$ cat src/rtl/cpu_bus_pkg.sv
// Shared types and helpers for the CPU data-in arbiter: FSM state encoding,
// the idle bus value and a lowest-set-bit search with a multi-hit flag.
package cpu_bus_pkg;

    localparam int MAX_CH = 32;

    // RST 38h opcode, returned whenever no device supplies data.
    localparam logic [7:0] DEFAULT_BYTE = 8'hFF;

    typedef enum logic [1:0] {
        IDLE,
        WAIT_CNT,
        WAIT_RDY,
        HOLD
    } arbState_t;

    typedef struct packed {
        logic [4:0] idx;
        logic       any;
        logic       multi;
    } prioHit_t;

    // Scans from the top so the lowest set bit is the one left in idx.
    function automatic prioHit_t lowestSet(input logic [MAX_CH-1:0] vec);
        prioHit_t r;
        int       cnt;
        r   = '0;
        cnt = 0;
        for (int i = MAX_CH - 1; i >= 0; i--) begin
            if (vec[i]) begin
                r.idx = 5'(i);
                cnt++;
            end
        end
        r.any   = (cnt != 0);
        r.multi = (cnt > 1);
        return r;
    endfunction

endpackage

$ cat src/rtl/cpu_di_arbiter_if.sv
// Bus bundle between the device/decoder side, the arbiter and the Z80 DI port.
interface cpu_di_arbiter_if #(
    parameter int NCH = 4,
    parameter int DW  = 8,
    parameter int WSW = 3
) ();
    localparam int IW = (NCH > 1) ? $clog2(NCH) : 1;

    logic             cpu_rd;
    logic [NCH-1:0]   cs;
    logic [NCH*DW-1:0]  dev_data;
    logic [NCH*WSW-1:0] ws_cfg;
    logic [NCH-1:0]   dev_ready;
    logic [DW-1:0]    out_data;
    logic             cpu_wait_n;
    logic [IW-1:0]    sel_idx;
    logic             multi_sel_err;
    logic             timeout_err;

    // Arbiter side.
    modport slave (
        input  cpu_rd, cs, dev_data, ws_cfg, dev_ready,
        output out_data, cpu_wait_n, sel_idx, multi_sel_err, timeout_err
    );

    // CPU/device side.
    modport master (
        output cpu_rd, cs, dev_data, ws_cfg, dev_ready,
        input  out_data, cpu_wait_n, sel_idx, multi_sel_err, timeout_err
    );
endinterface

$ cat src/rtl/prio_enc.sv
// Fixed-priority encoder: index 0 wins; also reports any/multiple hits.
module prio_enc
    import cpu_bus_pkg::*;
#(
    parameter int NCH = 4,
    localparam int IW = (NCH > 1) ? $clog2(NCH) : 1
) (
    input  logic [NCH-1:0] req,
    output logic [IW-1:0]  idx,
    output logic           any,
    output logic           multi
);
    logic [MAX_CH-1:0] reqPad;
    prioHit_t          hit;

    // Widen to the package search width and decode.
    always_comb begin
        reqPad = MAX_CH'(req);
        hit    = lowestSet(reqPad);
    end

    assign idx   = IW'(hit.idx);
    assign any   = hit.any;
    assign multi = hit.multi;
endmodule

$ cat src/rtl/cpu_di_arbiter.sv
// Registered Z80 data-in arbiter: fixed-priority channel select, per-channel
// wait states, device-ready handshake with timeout, and WAIT generation.
module cpu_di_arbiter
    import cpu_bus_pkg::*;
#(
    parameter int NCH = 4,
    parameter int DW  = 8,
    parameter int WSW = 3,
    parameter int TMO = 64,
    parameter logic [DW-1:0] DEFAULT_DATA = DW'(DEFAULT_BYTE)
) (
    input logic          clock,
    input logic          reset,
    cpu_di_arbiter_if.slave bus
);
    localparam int IW = (NCH > 1) ? $clog2(NCH) : 1;
    localparam int TW = $clog2(TMO + 1);

    arbState_t      state;
    logic [WSW-1:0] wcnt;
    logic [TW-1:0]  tcnt;
    logic [DW-1:0]  outData;
    logic           waitN;
    logic [IW-1:0]  selIdx;
    logic           multiErr;
    logic           tmoErr;

    logic [IW-1:0]  encIdx;
    logic           encAny;
    logic           encMulti;
    logic [IW-1:0]  chSel;
    logic [DW-1:0]  devWord [NCH];
    logic [WSW-1:0] wsWord  [NCH];
    logic [DW-1:0]  curData;
    logic [WSW-1:0] curWs;
    logic           curRdy;

    prio_enc #(.NCH(NCH)) u_prio (
        .req   (bus.cs),
        .idx   (encIdx),
        .any   (encAny),
        .multi (encMulti)
    );

    for (genvar i = 0; i < NCH; i++) begin : g_unpack
        assign devWord[i] = bus.dev_data[i*DW +: DW];
        assign wsWord[i]  = bus.ws_cfg[i*WSW +: WSW];
    end

    // Live encoder result only at the start edge; afterwards the latched channel.
    assign chSel   = (state == IDLE) ? encIdx : selIdx;
    assign curData = devWord[chSel];
    assign curWs   = wsWord[chSel];
    assign curRdy  = bus.dev_ready[chSel];

    // Read-cycle FSM with wait/timeout counters and registered bus outputs.
    always_ff @(posedge clock or posedge reset) begin
        if (reset) begin
            state    <= IDLE;
            wcnt     <= '0;
            tcnt     <= '0;
            outData  <= DEFAULT_DATA;
            waitN    <= 1'b1;
            selIdx   <= '0;
            multiErr <= 1'b0;
            tmoErr   <= 1'b0;
        end else begin
            case (state)
                IDLE: begin
                    outData <= DEFAULT_DATA;
                    waitN   <= 1'b1;
                    tcnt    <= '0;
                    if (bus.cpu_rd) begin
                        if (!encAny) begin
                            state <= HOLD;
                        end else begin
                            selIdx <= encIdx;
                            wcnt   <= curWs;
                            if (encMulti) multiErr <= 1'b1;
                            if (curWs == '0 && curRdy) begin
                                outData <= curData;
                                state   <= HOLD;
                            end else if (curWs <= WSW'(1)) begin
                                // A count of 1 has already "reached 1": skip WAIT_CNT.
                                waitN <= 1'b0;
                                state <= WAIT_RDY;
                            end else begin
                                waitN <= 1'b0;
                                state <= WAIT_CNT;
                            end
                        end
                    end
                end
                WAIT_CNT: begin
                    if (!bus.cpu_rd) begin
                        outData <= DEFAULT_DATA;
                        waitN   <= 1'b1;
                        state   <= IDLE;
                    end else begin
                        wcnt <= wcnt - WSW'(1);
                        if (wcnt == WSW'(2)) state <= WAIT_RDY;
                    end
                end
                WAIT_RDY: begin
                    if (!bus.cpu_rd) begin
                        outData <= DEFAULT_DATA;
                        waitN   <= 1'b1;
                        state   <= IDLE;
                    end else if (curRdy) begin
                        outData <= curData;
                        waitN   <= 1'b1;
                        state   <= HOLD;
                    end else if (tcnt == TW'(TMO - 1)) begin
                        outData <= DEFAULT_DATA;
                        tmoErr  <= 1'b1;
                        waitN   <= 1'b1;
                        state   <= HOLD;
                    end else begin
                        tcnt <= tcnt + TW'(1);
                    end
                end
                HOLD: begin
                    if (!bus.cpu_rd) begin
                        outData <= DEFAULT_DATA;
                        state   <= IDLE;
                    end
                end
                default: state <= IDLE;
            endcase
        end
    end

    assign bus.out_data      = outData;
    assign bus.cpu_wait_n    = waitN;
    assign bus.sel_idx       = selIdx;
    assign bus.multi_sel_err = multiErr;
    assign bus.timeout_err   = tmoErr;
endmodule

$ cat src/flat_wrapper.sv
// flat-port wrapper written by rule: the top's interface ports become plain ports
module cpu_di_arbiter_flat import cpu_bus_pkg::*;
#(
    parameter int NCH = 4,
    parameter int DW  = 8,
    parameter int WSW = 3,
    parameter int TMO = 64,
    parameter logic [DW-1:0] DEFAULT_DATA = DW'(DEFAULT_BYTE)
)
  (clock, reset, bus_cpu_rd, bus_cs, bus_dev_data, bus_ws_cfg, bus_dev_ready, bus_out_data, bus_cpu_wait_n, bus_sel_idx, bus_multi_sel_err, bus_timeout_err);
  cpu_di_arbiter_if #(.NCH(NCH), .DW(DW), .WSW(WSW)) bus_i ();
  input logic clock;
  input logic reset;
  input wire logic [$bits(bus_i.cpu_rd)-1:0] bus_cpu_rd;
  input wire logic [$bits(bus_i.cs)-1:0] bus_cs;
  input wire logic [$bits(bus_i.dev_data)-1:0] bus_dev_data;
  input wire logic [$bits(bus_i.ws_cfg)-1:0] bus_ws_cfg;
  input wire logic [$bits(bus_i.dev_ready)-1:0] bus_dev_ready;
  output wire logic [$bits(bus_i.out_data)-1:0] bus_out_data;
  output wire logic [$bits(bus_i.cpu_wait_n)-1:0] bus_cpu_wait_n;
  output wire logic [$bits(bus_i.sel_idx)-1:0] bus_sel_idx;
  output wire logic [$bits(bus_i.multi_sel_err)-1:0] bus_multi_sel_err;
  output wire logic [$bits(bus_i.timeout_err)-1:0] bus_timeout_err;
  assign bus_i.cpu_rd = bus_cpu_rd;
  assign bus_i.cs = bus_cs;
  assign bus_i.dev_data = bus_dev_data;
  assign bus_i.ws_cfg = bus_ws_cfg;
  assign bus_i.dev_ready = bus_dev_ready;
  assign bus_out_data = bus_i.out_data;
  assign bus_cpu_wait_n = bus_i.cpu_wait_n;
  assign bus_sel_idx = bus_i.sel_idx;
  assign bus_multi_sel_err = bus_i.multi_sel_err;
  assign bus_timeout_err = bus_i.timeout_err;
  cpu_di_arbiter #(.NCH(NCH), .DW(DW), .WSW(WSW), .TMO(TMO), .DEFAULT_DATA(DEFAULT_DATA)) u_core (.clock(clock), .reset(reset), .bus(bus_i));
endmodule
$ cat config.mk
export PLATFORM = sky130hd
export DESIGN_NAME = cpu_di_arbiter_flat
export DESIGN_NICKNAME = d
export VERILOG_FILES = /design/src/rtl/cpu_bus_pkg.sv /design/src/rtl/cpu_di_arbiter_if.sv /design/src/rtl/prio_enc.sv /design/src/rtl/cpu_di_arbiter.sv /design/src/flat_wrapper.sv
export SDC_FILE = /design/constraint.sdc
export NUM_CORES = 1
export LEC_CHECK = 0
export ABC_AREA = 1
export ABC_CLOCK_PERIOD_IN_PS = 5500
export CAP_MARGIN = 20
export CORE_UTILIZATION = 52
export DETAILED_ROUTE_END_ITERATION = 16
export PLACE_DENSITY = 0.86
export SLEW_MARGIN = 20
export SYNTH_ARGS = -nofsm -noshare
export SYNTH_HDL_FRONTEND = slang
export SYNTH_SLANG_ARGS = --single-unit
$ cat constraint.sdc
create_clock -name clock -period 5.5 [get_ports clock]
set_input_delay 1.1 -clock clock [delete_from_list [all_inputs] [get_ports clock]]
set_output_delay 1.1 -clock clock [all_outputs]
set_load 0.1 [all_outputs]
* Yosys cells after proc, flatten, opt, wreduce, memory -nomap -nowiden *
Cells that the tools add are included.

word-level totals
  flip-flop bits (word level) = 25
  bits of input ports = 55
  output and inout port bits = 13
  logic and storage cells = 103

operators by class
  add/sub/neg operators = 5
  $lt $le $gt $ge = 4
  equality and inequality tests = 16
  mux-type cells = 52
  bitwise logic cells = 2
  reduce and logical (&&, ||, !) cells = 16

operators with widths
  operator                                             number
  2-to-1 mux 32 bit                                    3
  2-to-1 mux 8 bit                                     9
  adder 32 x 2 -> 32 bit, second input constant        2
  > comparator 32 x 2 -> 1 bit, second input constant  1
  nonzero test 32 bit                                  1
  2-to-1 mux 2 bit                                     15
  one-hot mux 8 bit (3 select lines)                   1
  2-to-1 mux 7 bit                                     3
  AND reduction 4 bit                                  5
  binary-select mux 8 bit (select 2 bit)               1
  != test 2 bit, second input constant                 8
  2-to-1 mux 3 bit                                     5
  one-hot mux 7 bit (2 select lines)                   1
  2-to-1 mux 1 bit                                     9
  one-hot mux 2 bit (4 select lines)                   1
  adder 7 x 1 -> 7 bit, second input constant          1
  == test 7 x 6 -> 1 bit, second input constant        1
  binary-select mux 3 bit (select 2 bit)               1
  one-hot mux 3 bit (2 select lines)                   1
  AND reduction 3 bit                                  2
  == test 2 bit, second input constant                 2
  != test 4 x 2 -> 1 bit, second input constant        1
  nonzero test 2 bit                                   2
  == test 3 x 2 -> 1 bit, second input constant        1
  other kinds (18)                                     18

* Logic depth before layout (Yosys ltp) *
  depth after elaboration = 15
  mapped depth = 15
  gate-level depth less buffers = 15

* By module *
Synthesis repeated with hierarchy kept, for this count alone.

second synthesis, totals
  cells, all modules = 361
  area, all modules = 2353.5 µm²

modules (own cells, without submodules)
  module          instances  cells an instance  area an instance (µm²)  seq. area each (µm²)
  cpu_di_arbiter  1          329                2164.6                  636.9
  prio_enc        1          32                 188.9                   0.0

* Least setup slack after synthesis *
OpenSTA, ideal clock, no wires.

  kind = input port to flip-flop
  start = input bus_cs[2]
  end = register u_core.outData[1] (netlist: u_core.bus.out_data[1])
  library setup time = 61 ps
  data arrival time = 2822 ps
  data required time = 5439 ps
  setup slack = 2616 ps
  stages on the path = 14
  cell sequence = inv_1 ha_1 inv_1 nand2_1 nand2_1 inv_1 ha_1 o21ai_0 nand3_2 nand2_1 and2b_1 nand3_1 nand3_1 nand2_1

between the ends
  longest elaborated chain between the ends = 14
  elaborated cells on any way between the ends = 29

ends and longest elaborated chain
  what                                                                             RTL line               RTL
  from (decl)                                                                      flat_wrapper.sv:15     input wire logic [$bits(bus_i.cs)-1:0] bus_cs;
  parallel branches: the longest is 14 deep, another holds adder 32 x 2 -> 32 bit  -
  to (signal assigned)                                                             cpu_di_arbiter.sv:81   outData <= curData;
  to (signal assigned)                                                             cpu_di_arbiter.sv:110  outData <= curData;
  to (decl)                                                                        cpu_di_arbiter.sv:22   logic [DW-1:0] outData;

Parallel ways; which one is timed is not known. The select of a mux whose other input is x is not followed.
A chain may end at the register's enable or synchronous reset.

* Final worst setup path *
  start = input bus_cs[3]
  end = register u_core.outData[3] (netlist: u_core.bus.out_data[3])

between the ends
  longest elaborated chain between the ends = 15
  elaborated cells on any way between the ends = 32

ends and longest elaborated chain
  what
  parallel branches: the longest is 15 deep, another holds adder 32 x 2 -> 32 bit

Parallel ways; which one is timed is not known. The select of a mux whose other input is x is not followed.

==> impl_metrics.env <==
export IMPL_status="finished clean"
export IMPL_grt_busiest_layer="met2"
export IMPL_synth_nets=410
export IMPL_path_clk_slew_ns=0.09
export IMPL_drtIter0Drc=160
export IMPL_syn_to_final_growth_pct=30.3
export IMPL_grt_antenna_before_repair=0
export IMPL_fin_nets=469
export IMPL_fmax_ghz=0.293
export IMPL_seqCellArea_sq_um=637
export IMPL_synth_seq_area_share=0.276
export IMPL_path_class="primary input to register"
export IMPL_cp_top_family="simple AND/OR/NAND/NOR gates"
export IMPL_cts_tree="done"
export IMPL_yosys_top_cells_count="nand2_1 (107), nand3_1 (80), inv_1 (25), dfrtp_1 (16)"
export IMPL_maxCapViolCount=0
export IMPL_synth_cell_types=36
export IMPL_grt_use_met2=0.488
export IMPL_slowest_delay_ns=0.50
export IMPL_grt_pass1_vias=2147
export IMPL_ios=68
export IMPL_dieArea_sq_mm=0.00471
export IMPL_place_gp_congestion=0.856
export IMPL_track_usage=0.270
export IMPL_start_util=0.558
export IMPL_clock_sinks=25
export IMPL_crit_required_ns=5.72
export IMPL_dieHeight_um=68.7
export IMPL_syn_instance_count=343
export IMPL_yosysWarnings=0
export IMPL_ant_nets=0
export IMPL_cp_end_kind="register"
export IMPL_syn_avg_cell_area_sq_um=6.74
export IMPL_synth_area_leaders="nand2_1 (17%), dfrtp_1 (17%), nand3_1 (17%)"
export IMPL_totalWireLength_um=6140
export IMPL_synth_top_flop_cell="dfrtp_1"
export IMPL_hold_class="register to register"
export IMPL_timing_rr_start="u_core.state[1]"
export IMPL_slowest_stage="clkdlybuf4s50_1"
export IMPL_via_per_inst=5.52
export IMPL_crit_arrival_ns=3.63
export IMPL_core_area_sq_mm=0.00414
export IMPL_use_met3=0.0411
export IMPL_synth_edf_count=0
export IMPL_ys_ff_latch=25
export IMPL_diodes=0
export IMPL_root_buffer="clkbuf_8"
export IMPL_crit_top_cell="nand2_1"
export IMPL_tightest_slew_ns=0.975
export IMPL_min_delay_start="u_core.bus.out_data[6]"
export IMPL_crit_chain="clkdlybuf4s50_1, inv_1, ha_1, inv_1, nand2_1, nand2_1, inv_1, ha_1, o21ai_0, nand3_2, nand2_1, and2b_1, nand3_1, nand3_1, nand2_1"
export IMPL_drc=0
export IMPL_first_pass_iters=4
export IMPL_skew_ns=0.00225
export IMPL_clock_latency_ns=0.27
export IMPL_clk_path_buf_depth=2
export IMPL_cts_hold_buffers=0
export IMPL_fill_cells=363
export IMPL_fin_crit_sh=0.621
export IMPL_die_w_um=68.7
export IMPL_netlist_area_sq_mm=0.00231
export IMPL_cp_num_buf_inv=4
export IMPL_synth_most_common_cell="nand2_1"
export IMPL_start_kind="primary input"
export IMPL_grt_max_degree=26
export IMPL_vias=2488
export IMPL_synth_top_area_frac=0.174
export IMPL_met1_usage=0.341
export IMPL_drive_gt1_frac=0.102
export IMPL_cts_buffers=3
export IMPL_portBuffers=67
export IMPL_relSlewSlack=0.348
export IMPL_postCtsSetupRepairBufs=0
export IMPL_timing_final_ws_setup_ns=2.09
export IMPL_ir_drop_uv=647
export IMPL_yosysTopAreaCell="nand2_1"
export IMPL_fin_crit_ns=3.41
export IMPL_slew_viol_final=0
export IMPL_hold_violations=0
export IMPL_power_static_leakage_nw=1.41
export IMPL_worstPathMaxFanout=9
export IMPL_power_density_mw_per_mm2=578
export IMPL_dp_final_hpwl_um=4540
export IMPL_grt_pass1_wl_um=9670
export IMPL_setup_viol_count_final=0
export IMPL_rows=23
export IMPL_grt_overflow_total=0
export IMPL_crit_start="bus_cs[3]"
export IMPL_dp_slack_ns=1.83
export IMPL_multi_input_area_sq_mm=0.00148
export IMPL_wl_per_cell_um=13.6
export IMPL_postCtsResizedCells=0
export IMPL_tns_ns=0
export IMPL_async_flop_share=1.00
export IMPL_rsz0062_at_grt="false"
export IMPL_htree_levels=1
## power breakdown
group	internal (W)	switching (W)	leakage, nW
Combinational	0.000382	0.000924	1.08
Sequential	0.000277	0.0000475	0.302
Clock	0.0000519	0.0000588	0.0228
## tightest hold or removal path, delay by kind of cell (launching register included)
family / cells / cell delay, ns
DFF: 1 / 0.38
and+or+nand+nor: 2 / 0.10
## placed cells by master, fill, tap and decap left out
cell type        netlist  layout
a211oi_1               1       1
a21oi_1                2       2
a311oi_1               1       1
a31o_2                 1       1
and2b_1                2       2
clkbuf_1               5       1
clkbuf_8               0       3
clkdlybuf4s50_1        0      67
dfrtp_1               16      16
dfstp_2                9       9
ha_1                  12      12
inv_1                 25      25
inv_2                  3       3
inv_4                  1       1
nand2_1              107     107
nand2_2                9       9
nand2_4                3       3
nand3_1               80      80
nand3_2                3       3
nand3_4                2       2
nand3b_1               2       2
nor2_1                 9       9
nor2_2                 1       1
nor2_8                 1       1
nor2b_1                6       6
nor3_1                 2       2
nor3b_1                1       1
o211ai_1               2       2
o21ai_0               12      12
o21ai_1                5       5
o21ai_2                2       2
o21bai_1               1       1
or2_2                  3       3
xnor2_1                2       2
xor2_1                 4       4
## area by class of cell
| class | count | share of cell area |
|---|---|---|
| Inverter | 29 | 0.0370 |
| Clock buffer | 4 | 0.0150 |
| Timing Repair Buffer | 67 | 0.223 |
| Multi-Input combinational cell | 276 | 0.493 |
| Sequential cell | 25 | 0.212 |
| Tap cell | 50 | 0.0208 |
## state kept, by name, indices dropped and copies added (netlist names)
register	cells
u_core.tcnt	7
u_core.bus.multi_sel_err	1
u_core.bus.sel_idx	2
u_core.wcnt	3
u_core.state	2
u_core.bus.timeout_err	1
u_core.bus.cpu_wait_n	1
u_core.bus.out_data	8
## path summary, 6_finish.rpt
check                      slack, ns                     end  cells after the start
setup reg to reg                2.85  u_core.bus.out_data[2]                     12
min in group asynchronous       1.34          u_core.tcnt[0]                      2
setup / recovery                2.09  u_core.bus.out_data[3]                     15
hold / removal                  0.47  u_core.bus.out_data[6]                      2
max in group asynchronous       3.59          u_core.tcnt[3]                      2
hold reg to reg                 0.47  u_core.bus.out_data[6]                      2
## per-layer routing
metal  vias up  routed length [um]
met5         -                   0
met4         0                  38
met3        10                 355
met1      1150                2640
met2        83                3100
li1       1245                   -
## cells by family after synthesis
logic type,share of synthesized area
AO/OA/AOI/OAI,0.0693
adder cells (fa/ha/maj),0.0650
buffers and inverters,0.0823
AND/OR/NAND/NOR,0.485
flip-flops,0.276
XOR/XNOR,0.0227
## per-stage QoR
step | hold WS, ns | cell area (sq um) | total power, W | std cells | util
after floorplan | 0.474 | 2310 | 0.00136 | 343 | -
after global placement | 0.457 | 2970 | 0.00159 | 447 | 0.716
after detailed placement | 0.459 | 2970 | 0.00162 | 447 | 0.716
after CTS | 0.474 | 3010 | 0.00174 | 451 | 0.726
after global routing | 0.490 | 3010 | 0.00187 | 451 | 0.726
final | 0.472 | 3010 | 0.00174 | 451 | 0.726
Note: power is estimated with default switching activity, not from simulation.
